File: config.mk
export PLATFORM = sky130hd
export DESIGN_NAME = dma_copy_engine
export DESIGN_NICKNAME = d
export VERILOG_FILES = /design/src/rtl/dma_pkg.sv /design/src/rtl/dma_addr_gen.sv /design/src/rtl/dma_copy_engine.sv
export SDC_FILE = /design/constraint.sdc
export NUM_CORES = 1
export LEC_CHECK = 0
export BUFFER_PORTS_ARGS = -buffer_cell sky130_fd_sc_hd__buf_2
export CORE_UTILIZATION = 55
export CTS_CLUSTER_SIZE = 28
export DETAILED_ROUTE_END_ITERATION = 16
export PLACE_DENSITY = 0.84
export SYNTH_ARGS = -nofsm -noshare
export SYNTH_HDL_FRONTEND = slang
export SYNTH_SLANG_ARGS = --single-unit
File: constraint.sdc
create_clock -name clk -period 3.59 [get_ports clk]
set_input_delay 0.718 -clock clk [delete_from_list [all_inputs] [get_ports clk]]
set_output_delay 0.718 -clock clk [all_outputs]
set_load 0.05 [all_outputs]
File: src/rtl/dma_pkg.sv
// dma_pkg: shared types and helpers for the DMA copy engine.
package dma_pkg;

   typedef enum logic [1:0] {
      ST_IDLE  = 2'd0,
      ST_READ  = 2'd1,
      ST_WRITE = 2'd2,
      ST_DONE  = 2'd3
   } dma_state_e;

   // Byte distance between consecutive words on the bus.
   localparam int unsigned WORD_STRIDE = 2;

   // Addresses must be word aligned; bit 0 set on either side is an error.
   function automatic logic addr_misaligned(input logic src_lsb, input logic dst_lsb);
      return src_lsb | dst_lsb;
   endfunction

endpackage

File: src/rtl/dma_addr_gen.sv
// dma_addr_gen: source/destination pointers and remaining word count.
// On load the pointers start at the base (ascending) or at base+2*(len-1)
// (descending); each step moves both pointers one word and decrements count.
module dma_addr_gen
   import dma_pkg::*;
#(
   parameter int ADDR_W = 16,
   parameter int LEN_W  = 9
) (
   input  logic              clk,
   input  logic              rst,
   input  logic              load,
   input  logic              step,
   input  logic              dir_down,
   input  logic [ADDR_W-1:0] src_base,
   input  logic [ADDR_W-1:0] dst_base,
   input  logic [LEN_W-1:0]  len,
   output logic [ADDR_W-1:0] src_ptr,
   output logic [ADDR_W-1:0] dst_ptr,
   output logic [LEN_W-1:0]  count
);

   localparam logic [ADDR_W-1:0] STRIDE = ADDR_W'(WORD_STRIDE);

   logic              down_q;
   logic [LEN_W-1:0]  len_m1;
   logic [ADDR_W-1:0] start_off;

   // Byte offset of the last word; only used when copying downwards.
   assign len_m1    = len - LEN_W'(1);
   assign start_off = dir_down ? ADDR_W'({len_m1, 1'b0}) : '0;

   // Pointer/count registers; arithmetic wraps modulo 2^ADDR_W.
   always_ff @(posedge clk or posedge rst) begin
      if (rst) begin
         src_ptr <= '0;
         dst_ptr <= '0;
         count   <= '0;
         down_q  <= 1'b0;
      end else if (load) begin
         src_ptr <= src_base + start_off;
         dst_ptr <= dst_base + start_off;
         count   <= len;
         down_q  <= dir_down;
      end else if (step) begin
         src_ptr <= down_q ? src_ptr - STRIDE : src_ptr + STRIDE;
         dst_ptr <= down_q ? dst_ptr - STRIDE : dst_ptr + STRIDE;
         count   <= count - LEN_W'(1);
      end
   end

endmodule

File: src/rtl/dma_copy_engine.sv
// dma_copy_engine: word-by-word memory copy, one read then one write per word.
// Optional feature: define DMA_COPY_OVERLAP_EN to copy overlapping regions
// top-down (memmove semantics) when the destination lies above the source.
module dma_copy_engine
   import dma_pkg::*;
#(
   parameter int ADDR_W = 16,
   parameter int DATA_W = 16,
   parameter int LEN_W  = 9
) (
   input  logic              clk,
   input  logic              rst,
   input  logic              start,
   input  logic [ADDR_W-1:0] src_addr,
   input  logic [ADDR_W-1:0] dst_addr,
   input  logic [LEN_W-1:0]  len,
   input  logic              abort,
   output logic              busy,
   output logic              done,
   output logic              err,
   output logic [ADDR_W-1:0] mem_access_addr,
   output logic [DATA_W-1:0] mem_write_data,
   output logic              mem_read,
   output logic              mem_write_en,
   input  logic [DATA_W-1:0] mem_read_data
);

   dma_state_e        state, state_nxt;
   logic [DATA_W-1:0] data_q;
   logic              err_q;
   logic              load, step, dir_down, misaligned;
   logic [ADDR_W-1:0] src_ptr, dst_ptr;
   logic [LEN_W-1:0]  count;

   assign misaligned = addr_misaligned(src_addr[0], dst_addr[0]);
   assign step       = (state == ST_WRITE);

`ifdef DMA_COPY_OVERLAP_EN
   localparam int EXT_W = ADDR_W + LEN_W + 1;
   logic [EXT_W-1:0] src_ext, dst_ext, src_end;

   // Overlap test in widened arithmetic so src+2*len cannot wrap.
   assign src_ext  = EXT_W'(src_addr);
   assign dst_ext  = EXT_W'(dst_addr);
   assign src_end  = src_ext + EXT_W'({len, 1'b0});
   assign dir_down = (dst_ext > src_ext) && (dst_ext < src_end);
`else
   assign dir_down = 1'b0;
`endif

   dma_addr_gen #(
      .ADDR_W (ADDR_W),
      .LEN_W  (LEN_W)
   ) u_addr_gen (
      .clk      (clk),
      .rst      (rst),
      .load     (load),
      .step     (step),
      .dir_down (dir_down),
      .src_base (src_addr),
      .dst_base (dst_addr),
      .len      (len),
      .src_ptr  (src_ptr),
      .dst_ptr  (dst_ptr),
      .count    (count)
   );

   // State register.
   always_ff @(posedge clk or posedge rst) begin
      if (rst) state <= ST_IDLE;
      else     state <= state_nxt;
   end

   // Next-state logic and pointer load request.
   always_comb begin
      state_nxt = state;
      load      = 1'b0;
      case (state)
         ST_IDLE: begin
            if (start && !misaligned) begin
               if (len == '0) begin
                  state_nxt = ST_DONE;
               end else begin
                  load      = 1'b1;
                  state_nxt = ST_READ;
               end
            end
         end
         ST_READ:  state_nxt = abort ? ST_IDLE : ST_WRITE;
         // The write of this cycle still happens on abort; only the loop ends.
         ST_WRITE: begin
            if (abort)                      state_nxt = ST_IDLE;
            else if (count == LEN_W'(1))    state_nxt = ST_DONE;
            else                            state_nxt = ST_READ;
         end
         ST_DONE:  state_nxt = ST_IDLE;
         default:  state_nxt = ST_IDLE;
      endcase
   end

   // Word buffer between the read and write halves of each transfer.
   always_ff @(posedge clk or posedge rst) begin
      if (rst)                   data_q <= '0;
      else if (state == ST_READ) data_q <= mem_read_data;
   end

   // One-cycle error flag for a misaligned request seen in IDLE.
   always_ff @(posedge clk or posedge rst) begin
      if (rst) err_q <= 1'b0;
      else     err_q <= (state == ST_IDLE) && start && misaligned;
   end

   assign busy            = (state == ST_READ) || (state == ST_WRITE);
   assign done            = (state == ST_DONE);
   assign err             = err_q;
   assign mem_read        = (state == ST_READ);
   assign mem_write_en    = (state == ST_WRITE);
   assign mem_access_addr = (state == ST_READ)  ? src_ptr :
                            (state == ST_WRITE) ? dst_ptr : '0;
   assign mem_write_data  = (state == ST_WRITE) ? data_q : '0;

endmodule

==> Word level (Yosys, flattened, before mapping) <==
Index checks and enable logic that the tools add are counted.
W data, S select, Z words.
{ "word_totals": {"register_bits": 60, "input_bits": 61, "output_inout_bits": 37, "word_cells": 41} }
{ "classes": {"addsub": 3, "eq_ne": 5, "n_mux": 18, "bitwise_logic": 1, "reduce_logical": 8} }
{ "op_table": {"columns": ["operator", "n"], "rows": [
  ["$mux W16", 7],
  ["$add A16 B2 Y16 const B", 2],
  ["$mux W9", 2],
  ["$mux W2", 5],
  ["$eq A9 B1 Y1 const B", 1],
  ["$logic_not A9 Y1", 1],
  ["$sub A9 B1 Y9 const B", 1],
  ["$pmux W2 S4", 1],
  ["$eq A2 B2 Y1 const B", 2],
  ["$logic_and A1 B1 Y1", 3],
  ["$mux W1", 3],
  ["$eq A2 B1 Y1 const B", 1],
  ["$logic_not A2 Y1", 1],
  ["$ne A2 B2 Y1 const B", 1],
  ["$reduce_bool A2 Y1", 1],
  ["$logic_not A1 Y1", 1],
  ["$logic_or A1 B1 Y1", 1],
  ["$or A1 B1 Y1", 1]
]} }

==> Logic depth before layout (Yosys ltp) <==
Gate-level depths: netlist of the first run.
{ "logic_depth": {"word_depth": 6, "ltp_mapped": 8, "ltp_nobuf": 6} }

==> Cells and area by module <==
A second synthesis of the first run with hierarchy kept.
{ "unflattened": {"cells_unflattened": 616, "area_unflattened_um2": 5477.8} }
{ "by_module_without_submodules": {"columns": ["mod", "n_inst", "cells_each", "area_per_inst_um2", "seq_area_each_um2"], "rows": [
  ["dma_addr_gen", 1, 514, 4297.9, 1051.0],
  ["dma_copy_engine", 1, 102, 1179.9, 475.5]
]} }

==> Worst setup path before layout of the first run <==
Ideal clock, no wire load.
{ "synth_timing": {"path_kind": "register to output", "startpoint": "register state[0]", "endpoint": "output mem_access_addr[10]", "arrival_ns": 2.866, "required_ns": 2.872, "setup_slack_ns": 0.006, "stages_incl_launch_ff": 8, "path_buffers": 3, "cell_sequence": "dfrtp_1 inv_1 ha_1 buf_2 buf_2 buf_1 nand2_1 o21ai_0"} }
{ "synth_via": {"elab_chain_len": 3, "word_cells_on_any_way": 4, "cone_classes": "eq/ne (2); mux (2)"} }
{ "synth_rtl": {"columns": ["element", "line_no", "rtl"], "rows": [
  ["start: declaration", "dma_copy_engine.sv:28", "dma_state_e state, state_nxt;"],
  ["start signal: assignment", "dma_copy_engine.sv:71", "else state <= state_nxt;"],
  ["$eq A2 B2 Y1", null, null],
  ["via mem_write_en", "dma_copy_engine.sv:24", "output logic mem_write_en,"],
  ["$mux W16", "dma_copy_engine.sv:119", "(state == ST_WRITE) ? dst_ptr : '0;"],
  ["$mux W16", "dma_copy_engine.sv:118", "assign mem_access_addr = (state == ST_READ) ? src_ptr :"],
  ["end: declaration", "dma_copy_engine.sv:21", "output logic [ADDR_W-1:0] mem_access_addr,"]
]} }
The timed path passes the listed nets, and every way through them passes these cells.

==> Final worst setup path of the first run <==
{ "layout_timing": {"startpoint": "register state[0]", "endpoint": "output mem_write_data[4]"} }
{ "layout_via": {"elab_chain_len": 2} }
{ "layout_rtl": {"columns": ["element", "line_no", "rtl"], "rows": [
  ["$eq A2 B2 Y1", "dma_copy_engine.sv:120", "assign mem_write_data = (state == ST_WRITE) ? data_q : '0;"],
  ["$mux W16", "dma_copy_engine.sv:120", null],
  ["end: declaration", "dma_copy_engine.sv:22", "output logic [DATA_W-1:0] mem_write_data,"]
]} }
No other way between the ends.

==> flow_metrics.env, run 1 <==
export IMPL_status="completed"
export IMPL_grt_pass1_vias=2874
export IMPL_drt_total_wl_um=7810
export IMPL_insertion_delay_ns=0.34
export IMPL_yosys_warnings=0
export IMPL_dpl_cell_area_um2=3930
export IMPL_syn_area_per_cell_um2=9.08
export IMPL_post_cts_setup_buffers=0
export IMPL_power_switching_mw=1.84
export IMPL_hp_class="flop to flop"
export IMPL_pwr_density_cell_nw_per_um2=908
export IMPL_grt_usage_pct=26.6
export IMPL_drcViolationCount=0
export IMPL_wire_per_inst_um=14.3
export IMPL_postSynthCellCount=372
export IMPL_final_area_um2=4110
export IMPL_p_int_mw=1.89
export IMPL_power_mw=3.74
export IMPL_setup_viol=0
export IMPL_slew_violations=0
export IMPL_r2r_cells=7
export IMPL_rsz0062_at_grt="no"
export IMPL_ctsHoldBuffers=0
export IMPL_cp_start_kind="flop"
export IMPL_pwr_share_comb_pct=48.6
export IMPL_die_w_um=80.4
export IMPL_diodes=0
export IMPL_cts_tree="done"
export IMPL_vias=2925
export IMPL_cts_resized=0
export IMPL_crit_fanout=37
export IMPL_ys_seq_area_share_pct=44.4
export IMPL_clock_fmax_mhz=332
export IMPL_setup_ws_ns=0.575
export IMPL_synth_seq_cells=60
export IMPL_tightest_slew_ns=1.03
export IMPL_cts_buffer_depth=2
export IMPL_end_kind="output port"
export IMPL_row_count=28
export IMPL_post_drt_via_cell_ratio=5.37
export IMPL_cp_data_arrival_time_ns=2.30
export IMPL_holdWs_ns=0.499
export IMPL_dieHeight_um=80.4
export IMPL_crit_type="flop to output port"
export IMPL_core_um2=5920
export IMPL_cts_made_buffers=9
export IMPL_p_leak_nw=1.82
export IMPL_root_buffer="clkbuf_8"
export IMPL_required_ns=2.87
export IMPL_start_util_pct=57.1
export IMPL_power_share_sequential_pct=36.3
export IMPL_dp_slack_ns=0.960
export IMPL_die_area_um2=6460
export IMPL_antenna_found_initial=0
export IMPL_cts_clk_slew_worst_paths_ns=0.07
export IMPL_drt_iter0_drc=148
export IMPL_finish_utilization_pct=69.5
export IMPL_synth_area_um2=3380
export IMPL_clkPwrFrac_pct=15.2
export IMPL_synth_net_count=442
export IMPL_swShare_pct=49.3
export IMPL_slew_headroom_pct=31.6
export IMPL_grt_pass1_wl_um=13100
export IMPL_fin_cells=545
export IMPL_drive_above_1_share_pct=30.6
export IMPL_drt_pass1_iter_count=5
export IMPL_place_hpwl_um=5520
export IMPL_io_buffers=97
export IMPL_period_share_pct=84.0
export IMPL_post_place_cells=529
export IMPL_hold_violations=0
export IMPL_pin_count=98
export IMPL_clock_skew_ns=0.00726
export IMPL_irDropWorstVdd_v=0.000737
export IMPL_synth_cell_type_count=37
export IMPL_setup_tns_ns=0
export IMPL_nets=535
export IMPL_cts_max_level=3
export IMPL_fin_crit_ns=3.02
export IMPL_gp_congestion=0.856
export IMPL_drv_cap=0
export IMPL_syn2layout_area_growth_pct=21.7
export IMPL_grt_ovfl_total=0
export IMPL_grt_max_degree=61
export IMPL_drtAntennaViolNets=0
export IMPL_holdPathStages=1
export IMPL_clock_sinks=60
-- cells by family after synthesis --
kind of cell    share of synthesized area (%)
flops                                    44.4
buf+inv                                  3.56
mux                                      7.56
fa+ha+maj                                3.33
compound gates                           9.44
xor+xnor                                 8.81
simple gates                             22.9
-- cell usage after synthesis, drive strengths merged --
master   instances  share of area (%)
a21oi            2               0.30
or3              2               0.37
o21ai           51                7.6
ha               9                3.3
xnor2           17                4.4
inv             11                1.2
nor4b            1               0.26
mux2i            3               0.89
a211oi           2               0.44
o21bai           1               0.22
nand3            7                1.0
xor2            17                4.4
mux2            20                6.7
nand4bb          1               0.33
nand2           83                9.2
a222oi           1               0.30
nand4            8                2.1
nand3b           2               0.44
clkbuf          11                1.3
or2              1               0.26
nor4bb           1               0.30
a31oi            2               0.37
and2            16                3.0
nor2b            3               0.56
nand4b           1               0.26
nor2             6               0.67
dfrtp           60                 44
nor4            10                1.9
buf              8                1.1
nor3            11                1.6
a31o             1               0.26
nor3b            1               0.22
and3             2               0.37
-- per-layer routing --
metal | vias up | track usage, % | wire, um
li1 | 1454 | - | -
met1 | 1377 | 32.4 | 3300
met2 | 79 | 46.3 | 4040
met3 | 15 | 4.89 | 329
met4 | 0 | 10.4 | 148
met5 | - | 0 | 0
-- placed cells by master, fill, tap and decap left out, types with 2 or more instances in the layout --
cell type / n
inv_1: 10
or3_1: 2
buf_2: 97
nor3_1: 11
and2_1: 16
nor2b_1: 3
a21oi_1: 2
buf_4: 4
nand4_1: 6
clkbuf_8: 10
and3_1: 2
nor2_1: 6
nand2_1: 83
clkinvlp_4: 3
nand3b_1: 2
nand3_1: 7
xnor2_1: 17
a211oi_1: 2
ha_1: 8
o21ai_0: 51
mux2_2: 20
mux2i_1: 3
xor2_1: 17
nor4_1: 10
clkinv_4: 2
dfrtp_1: 60
-- worst paths after layout --
path,endpoint,slack [ns],start
min reg2reg,u_addr_gen.dst_ptr[0],0.50,u_addr_gen.dst_ptr[0]
min in group asynchronous,data_q[9],0.59,rst
min,u_addr_gen.dst_ptr[0],0.50,u_addr_gen.dst_ptr[0]
max,mem_write_data[4],0.57,state[0]
max reg2reg,state[1],0.96,state[0]
max in group asynchronous,u_addr_gen.src_ptr[10],2.49,rst
-- power groups by stage --
stage               Sequential (mW)  Combinational, mW  Clock (mW)
global route                   1.40               1.98       0.610
floorplan                      1.27               1.48           0
finish                         1.35               1.81       0.567
CTS                            1.35               1.82       0.579
detailed placement             1.36               1.82           0
global placement               1.34               1.77           0
-- state kept, by name (all words and copies together), names as in the netlist --
| signal | cells |
|---|---|
| state | 2 |
| u_addr_gen.src_ptr | 16 |
| err | 1 |
| u_addr_gen.count | 9 |
| u_addr_gen.dst_ptr | 16 |
| data_q | 16 |
-- worst max-delay path, cell delays in order (launching register included) --
cell and delay, ns:
dfrtp_1 0.40, inv_1 0.14, ha_2 0.66, buf_4 0.32, and2_1 0.15, buf_2 0.26
-- area by class of cell --
| type | count | area [um2] |
|---|---|---|
| inverters | 11 | 41.3 |
| clock inverters | 6 | 48.8 |
| well taps | 75 | 93.8 |
| repair buffers | 101 | 515 |
| fillers | 484 | 1810 |
| flip-flops and latches | 60 | 1500 |
| clock buffers | 10 | 138 |
| multi-input cells | 282 | 1770 |
Power figures use the tool's default switching activity.
==> inputs of run 2 (changes only) <==
--- a/config.mk
+++ b/config.mk
@@ -6,10 +6,10 @@
 export NUM_CORES = 1
 export LEC_CHECK = 0
 export BUFFER_PORTS_ARGS = -buffer_cell sky130_fd_sc_hd__buf_2
-export CORE_UTILIZATION = 55
+export CORE_UTILIZATION = 47
 export CTS_CLUSTER_SIZE = 28
 export DETAILED_ROUTE_END_ITERATION = 16
-export PLACE_DENSITY = 0.84
+export PLACE_DENSITY = 0.76
 export SYNTH_ARGS = -nofsm -noshare
 export SYNTH_HDL_FRONTEND = slang
 export SYNTH_SLANG_ARGS = --single-unit
==> constraint.sdc (replaced) <==
create_clock -name clk -period 2.5 [get_ports clk]
set_input_delay 0.5 -clock clk [delete_from_list [all_inputs] [get_ports clk]]
set_output_delay 0.5 -clock clk [all_outputs]
set_load 0.05 [all_outputs]
==> flow_metrics.env, run 2 (synthesized netlist as in run 1, its figures left out) <==
export IMPL_grt_pass1_vias=2791
export IMPL_post_drt_via_cell_ratio=5.08
export IMPL_setup_viol=0
export IMPL_crit_buf_inv=3
export IMPL_crit_reg2reg_launch="state[0]"
export IMPL_grt_usage_pct=22.5
export IMPL_drive_above_1_share_pct=35.2
export IMPL_crit_fanout=14
export IMPL_root_buffer="clkbuf_8"
export IMPL_start_util_pct=49.2
export IMPL_diodes=0
export IMPL_setup_ws_ns=0.0918
export IMPL_hp_class="input port to async pin"
export IMPL_ctsHoldBuffers=0
export IMPL_place_hpwl_um=5980
export IMPL_die_area_um2=7530
export IMPL_fillers=576
export IMPL_mostFrequentLayoutCells="buf_2, nand2_1, dfrtp_1"
export IMPL_cp_data_arrival_time_ns=1.91
export IMPL_required_ns=2.00
export IMPL_pin_count=98
export IMPL_hold_violations=0
export IMPL_die_w_um=86.8
export IMPL_regArea_um2=1500
export IMPL_grt_ovfl_total=0
export IMPL_grt_pass1_wl_um=12900
export IMPL_wire_per_inst_um=13.9
export IMPL_fin_crit_ns=2.41
export IMPL_critPathLaunch="state[0]"
export IMPL_cp_start_kind="flop"
export IMPL_insertion_delay_ns=0.33
export IMPL_core_um2=6870
export IMPL_tightest_slew_ns=0.586
export IMPL_cts_tree="done"
export IMPL_multi_input_area_um2=1950
export IMPL_cpPeakStageDelay_ns=0.43
export IMPL_worstPathCellList="inv_1 > ha_4 > buf_4 > nand2_1 > o21ai_4 > buf_2"
export IMPL_slew_violations=0
export IMPL_crit_type="flop to output port"
export IMPL_drv_cap=0
export IMPL_period_share_pct=96.3
export IMPL_rsz0062_at_grt="no"
export IMPL_vias=2913
export IMPL_io_buffers=97
export IMPL_drt_total_wl_um=7960
export IMPL_power_mw=5.83
export IMPL_gp_congestion=0.802
export IMPL_dp_slack_ns=0.354
export IMPL_slowest_stage="dfrtp_1"
export IMPL_pwr_density_cell_nw_per_um2=1320
export IMPL_cts_clk_slew_worst_paths_ns=0.07
export IMPL_cpLargestDelayFamily="buffers and inverters"
export IMPL_syn2layout_area_growth_pct=30.6
export IMPL_drt_iter0_drc=143
export IMPL_finish_utilization_pct=64.2
export IMPL_grt_max_degree=51
export IMPL_drt_pass1_iter_count=4
export IMPL_clock_fmax_mhz=415
export IMPL_drtAntennaViolNets=0
export IMPL_antenna_found_initial=0
export IMPL_cts_buffer_depth=2
export IMPL_drcViolationCount=0
export IMPL_clock_skew_ns=0.00399
export IMPL_dieHeight_um=86.8
export IMPL_irDropWorstVdd_v=0.000487
export IMPL_p_leak_nw=1.92
export IMPL_cts_max_level=3
export IMPL_nets=543
export IMPL_row_count=30
export IMPL_end_kind="output port"
export IMPL_top_regs="data_q x16, u_addr_gen.dst_ptr x16, u_addr_gen.src_ptr x16"
export IMPL_status="completed"
export IMPL_layout_commonest_cell="buf_2"
export IMPL_slew_headroom_pct=60.6
export IMPL_clock_sinks=60
export IMPL_cts_made_buffers=9
-- run 2: cell count changes in the layout (fill, tap and decap cells not counted), sizes merged --
cell	change
clkinv	+1
bufinv	+1
clkbuf	+3
inv	-1
clkinvlp	-2
buf	+5
-- run 2: cell type report --
type	count	area share [%]
inverters	11	0.936
flip-flops and latches	60	34.0
multi-input cells	282	44.1
clock buffers	10	3.12
clock inverters	5	1.19
well taps	96	2.72
repair buffers	109	13.9
-- run 2: path summary, 6_finish.rpt --
| path | to | slack, ns | depth (start not counted) |
|---|---|---|---|
| max | mem_access_addr[4] | 0.09 | 6 |
| min | data_q[15] | 0.19 | 2 |
| max reg2reg | u_addr_gen.src_ptr[15] | 0.38 | 7 |
| min reg2reg | data_q[9] | 0.50 | 1 |
| max in group asynchronous | u_addr_gen.dst_ptr[7] | 1.73 | 3 |
| min in group clk | u_addr_gen.dst_ptr[6] | 0.36 | 3 |
-- run 2: power breakdown --
| group | internal, mW | switching (mW) |
|---|---|---|
| combinational | 1.10 | 1.91 |
| clock | 0.476 | 0.375 |
| sequential | 1.44 | 0.524 |
-- run 2: stage by stage --
stage               instances  hold WS [ns]  instance area, um2  TNS [ns]
detailed placement        558         0.488                4190         0
global placement          558         0.482                4190         0
CTS                       573         0.194                4400         0
floorplan                 372         0.465                3540   -0.0854
global route              573         0.236                4410         0
finish                    573         0.189                4410         0
-- run 2: layer usage --
| metal | part of all wire [%] | GRT usage [%] |
|---|---|---|
| met4 | 2.0 | 11.2 |
| met5 | 0 | 0 |
| met2 | 48 | 36.1 |
| met3 | 4.2 | 2.67 |
| met1 | 46 | 30.1 |
-- run 2: worst reg2reg max path, stage by stage, from the launching register on --
cell	delay (ns)
dfrtp_1	0.43
inv_1	0.18
ha_4	0.23
buf_4	0.17
nand2_1	0.14
or3_1	0.39
or3_1	0.32
a31oi_1	0.18
-- run 2: what timing repair did --
action / CTS / global route
resized for setup: 3 / 3
setup endpoints to repair: 1 / 3
buffers inserted: 0 / 0
